File: src/rtl/tiny_evg.sv
// ============================================================================
// tiny_evg : 16-bit event generator slot scheduler (comma / seconds / events)
// Rev 1.0  : initial release
// ============================================================================
`default_nettype none

module tiny_evg #(
  parameter int unsigned COMMA_INTERVAL = 128,
  parameter string       DEBUG          = "false"
) (
  input  logic                                 evgTxClk,
  (* mark_debug = DEBUG *) input  logic        evgTxReset_n,
  (* mark_debug = DEBUG *) input  logic [7:0]  eventCode,
  (* mark_debug = DEBUG *) input  logic        eventValid,
  (* mark_debug = DEBUG *) output logic        eventReady,
  (* mark_debug = DEBUG *) input  logic        ppsStrobe,
  (* mark_debug = DEBUG *) input  logic [31:0] secondsIn,
  (* mark_debug = DEBUG *) input  logic [7:0]  distributedDataBus,
  (* mark_debug = DEBUG *) output logic [15:0] evgTxWord,
  (* mark_debug = DEBUG *) output logic [1:0]  evgTxCharIsK,
  (* mark_debug = DEBUG *) output logic        sequenceBusy,
  (* mark_debug = DEBUG *) output logic        ppsOverrun
);

  localparam logic [1:0]  c_IDLE  = 2'd0;
  localparam logic [1:0]  c_LOAD  = 2'd1;
  localparam logic [1:0]  c_SHIFT = 2'd2;
  localparam logic [15:0] c_LAST  = 16'(COMMA_INTERVAL - 1);

  // The debug request is carried purely by the port attributes.
  if (DEBUG == "true") begin : g_debug_on
  end

  logic [1:0]  state_q, state_d;
  logic [15:0] slot_cnt_q, slot_cnt_d;
  logic [31:0] secs_q, secs_d;
  logic [4:0]  bit_cnt_q, bit_cnt_d;
  logic        pending_q, pending_d;
  logic        busy_q, busy_d;
  logic        ovr_q, ovr_d;
  logic [15:0] word_q, word_d;
  logic        k0_q, k0_d;
  logic        alive_q;
  logic        comma_due;
  logic        accept;
  logic [7:0]  byte_d;

  assign comma_due  = (slot_cnt_q == c_LAST);
  // alive_q keeps the handshake closed until the first edge after reset.
  assign eventReady = alive_q && (state_q == c_IDLE) && !comma_due && !pending_q;
  assign accept     = eventValid && eventReady;

  always_comb begin
    state_d    = state_q;
    secs_d     = secs_q;
    bit_cnt_d  = bit_cnt_q;
    pending_d  = pending_q;
    ovr_d      = 1'b0;
    byte_d     = 8'h00;
    k0_d       = 1'b0;
    slot_cnt_d = comma_due ? 16'd0 : slot_cnt_q + 16'd1;

    if (comma_due) begin
      byte_d = 8'hBC;
      k0_d   = 1'b1;
    end else begin
      case (state_q)
        c_LOAD: begin
          byte_d    = 8'h7D;
          pending_d = 1'b0;
          bit_cnt_d = 5'd0;
          state_d   = c_SHIFT;
        end
        c_SHIFT: begin
          byte_d    = secs_q[31] ? 8'h71 : 8'h70;
          secs_d    = {secs_q[30:0], 1'b0};
          bit_cnt_d = bit_cnt_q + 5'd1;
          if (bit_cnt_q == 5'd31) state_d = c_IDLE;
        end
        default: begin
          if (accept) byte_d = eventCode;
        end
      endcase
    end

    // A strobe lets the current slot go out, then (re)starts the sequence.
    if (ppsStrobe) begin
      secs_d    = secondsIn;
      pending_d = 1'b1;
      bit_cnt_d = 5'd0;
      state_d   = c_LOAD;
      ovr_d     = busy_q;
    end

    busy_d = (state_d != c_IDLE);
    word_d = {distributedDataBus, byte_d};
  end

  always_ff @(posedge evgTxClk or negedge evgTxReset_n) begin
    if (!evgTxReset_n) begin
      state_q    <= c_IDLE;
      slot_cnt_q <= 16'd0;
      secs_q     <= 32'd0;
      bit_cnt_q  <= 5'd0;
      pending_q  <= 1'b0;
      busy_q     <= 1'b0;
      ovr_q      <= 1'b0;
      word_q     <= 16'h00BC;
      k0_q       <= 1'b1;
      alive_q    <= 1'b0;
    end else begin
      state_q    <= state_d;
      slot_cnt_q <= slot_cnt_d;
      secs_q     <= secs_d;
      bit_cnt_q  <= bit_cnt_d;
      pending_q  <= pending_d;
      busy_q     <= busy_d;
      ovr_q      <= ovr_d;
      word_q     <= word_d;
      k0_q       <= k0_d;
      alive_q    <= 1'b1;
    end
  end

  assign evgTxWord    = word_q;
  assign evgTxCharIsK = {1'b0, k0_q};
  assign sequenceBusy = busy_q;
  assign ppsOverrun   = ovr_q;

endmodule

`default_nettype wire

File: config.mk
export PLATFORM = sky130hd
export DESIGN_NAME = tiny_evg
export DESIGN_NICKNAME = d
export VERILOG_FILES = /design/src/rtl/tiny_evg.sv
export SDC_FILE = /design/constraint.sdc
export NUM_CORES = 1
export LEC_CHECK = 0
export ABC_AREA = 0
export BUFFER_PORTS_ARGS = -buffer_cell sky130_fd_sc_hd__buf_4
export CORE_UTILIZATION = 35
export DETAILED_ROUTE_END_ITERATION = 16
export GPL_TIMING_DRIVEN = 0
export HOLD_SLACK_MARGIN = 0.03
export PLACE_DENSITY = 0.62
export SLEW_MARGIN = 20
export SYNTH_ARGS = -nofsm -noshare
export SYNTH_HDL_FRONTEND = slang
export SYNTH_SLANG_ARGS = --single-unit
File: constraint.sdc
create_clock -name evgTxClk -period 3.4 [get_ports evgTxClk]
set_clock_uncertainty 0.2 [all_clocks]
set_input_delay 0.68 -clock evgTxClk [delete_from_list [all_inputs] [get_ports evgTxClk]]
set_output_delay 0.68 -clock evgTxClk [all_outputs]
set_load 0.01 [all_outputs]
==> impl_metrics.tcl <==
set metrics [dict create \
    cts_buffers 9 \
    start_util_pct 35.95 \
    syn_area_um2 3306 \
    crit_type "register to output port" \
    diodes 0 \
    first_iter_violations 125 \
    synth_edf_count 0 \
    clockBufferDepth 2 \
    power_density_nw_per_um2 499.2 \
    end_kind "output port" \
    cts-resized-gates 0 \
    hold_class "input pin to register" \
    die_h_um 99.19 \
    worst_pin_slew_ns 0.9493 \
    synth.largest_area_cell "dfrtp_1" \
    grt_first_pass_wirelength_um 11320 \
    grt_pass1_vias 2337 \
    fin_crit_ns 2.973 \
    syn_avg_cell_area_um2 10.14 \
    crit_path_max_fanout 10 \
    num_rows 35 \
    critical_path.slowest_cell "dfrtp_1" \
    setup_tns_ns 0 \
    syn_to_final_growth_pct 27.21 \
    routed_wl_um 6537 \
    synthCells 326 \
    clock_sinks 76 \
    synthFlopType "dfrtp_1" \
    die_w_um 99.19 \
    synthArstFlopShare_pct 100.0 \
    slew_viol_final 0 \
    grt_overflow 0 \
    worstSetupStartpointType "register" \
    antenna_found_initial 0 \
    drt-vias-per-instance 4.849 \
    maxCapViolCount 0 \
    fmax_mhz 336.4 \
    hpwl_um 4606 \
    min_from "distributedDataBus[2]" \
    io_pins 73 \
    synthMostInstantiatedCell "dfrtp_1" \
    final_util_pct 45.73 \
    drcViolationCount 0 \
    grt_use_total_pct 14.44 \
    status "completed" \
    ys_top_cells_by_area "dfrtp_1, a21oi_1, nor2b_1" \
    power.leakage_nw 2.026 \
    path_cells "ha_1 -> and4_1 -> nand4_1 -> inv_1 -> buf_2 -> nor3_1 -> buf_4" \
    seq_area_frac_synth_pct 57.76 \
    vias 2536 \
    ys_ff_latch 76 \
    synth_top_area_share_pct 52.99 \
    synth_nets 385 \
    yosysWarnings 0 \
    clkLatencyLatePin_ns 0.34 \
    slew_headroom_pct 36.71 \
    ctsRootBufferMaster "clkbuf_8" \
    drt_pass1_iterations 4 \
    place_inst 507 \
    wire_per_inst_um 12.50 \
    arrival_ns 2.09 \
    cts_tree "done" \
    die_area_um2 9838 \
    ys_top_cells_by_count "dfrtp_1, a21oi_1, nand2_1" \
    postCtsSetupBuffers 0 \
    core_area_um2 9196 \
    htree_levels 3 \
    drive_gt1_share_pct 25.24 \
    drtAntennaViolNets 0 \
    setup_viol 0 \
    place.gp.congestion 0.7501 \
    stdcell_count 523 \
    postCtsHoldBufs 0 \
    hold_viol_final 0 \
    period_share_pct 87.44 \
    grt_max_degree 77 \
    required_ns 2.52 \
    ys_types 33 \
    critPathMaxStageDelay_ns 0.39 \
    fin_nets 466 \
    r2r-start "slot_cnt_q[0]" \
    peakVddDrop_uv 255.0 \
    io_buffers 70 \
    clk_pin_slew_ns 0.08 \
    rsz0062_at_grt "no" \
    whs_ns 0.2425 \
    critPathLaunch "slot_cnt_q[0]" \
]
## sequential cells by signal (all words and copies together) (netlist names)
register      cells
secs_q           32
bit_cnt_q         5
k0_q              1
sequenceBusy      1
ppsOverrun        1
pending_q         1
state_q           2
alive_q           1
evgTxWord        16
slot_cnt_q       16
## critical path, delay by kind of cell, from the launching register on
| kind | cells | cell delay [ns] |
|---|---|---|
| adder cells (fa/ha/maj) | 1 | 0.21 |
| buffers and inverters | 3 | 0.67 |
| AND/OR/NAND/NOR | 3 | 0.48 |
| flip-flops | 1 | 0.39 |
## cells in the final DEF, fill, tap and decap left out, drive strengths merged, types with 4 or more instances in the layout
cell / instances
a21oi: 67
and3: 4
buf: 83
clkbuf: 17
dfrtp: 70
dfstp: 6
ha: 7
inv: 5
nand2: 44
nand3: 7
nand4: 4
nor2: 15
nor2b: 32
nor3: 4
o21ai: 5
xnor2: 8
xor2: 6
## metrics by stage
stage / area (um^2) / setup slack [ns] / total power [mW]
finish: 4205 / 0.4271 / 2.099
global route: 4205 / 0.2433 / 2.216
CTS: 4205 / 0.3892 / 2.129
detailed placement: 3970 / 0.7673 / 1.339
global placement: 3970 / 0.8214 / 1.330
floorplan: 3306 / 1.101 / 1.196
## final timing paths
check | endpoint | slack, ns | depth (start not counted)
setup / recovery | eventReady | 0.43 | 7
min in group asynchronous | slot_cnt_q[12] | 0.29 | 1
hold / removal | evgTxWord[10] | 0.24 | 1
max in group asynchronous | secs_q[11] | 2.11 | 1
hold reg to reg | slot_cnt_q[15] | 0.28 | 1
setup reg to reg | bit_cnt_q[4] | 1.27 | 8
## routing by layer
layer | global-route usage, % | wire length (um) | part of all wire [%]
met5 | 0 | 0 | 0
met4 | 5.769 | 93 | 1.4
met3 | 2.811 | 324 | 5.0
met2 | 21.52 | 2916 | 45
met1 | 20.74 | 3203 | 49
## cells by family (layout without fill, tap and decap cells)
logic type                 count (synthesis)  count (layout)  share of synthesized area [%]
and+or+nand+nor                          120             120                          18.55
AOI/OAI and AO/OA                         83              83                          13.63
DFF                                       76              76                          57.76
buffers and inverters                     24             110                          3.482
xor gates and xnor gates                  14              14                          3.709
adders and majority gates                  7               7                          2.649
other                                      2               2                         0.2272
## where the power goes
part           switching, mW  internal, mW  total (mW)
clock network          0.328         0.455       0.783
registers             0.0362         0.987        1.02
logic                  0.152         0.142       0.294
## cell type report
cell class,count,area (um^2)
clock buffers,11,151.4
clock inverters,5,83.83
flip-flops and latches,76,1909
repair buffers,70,525.5
inverters,5,18.77
plain buffers,19,96.34
fillers,907,4991
well taps,111,138.9
multi-input cells,226,1281
Note: power is estimated with default switching activity, not from simulation.
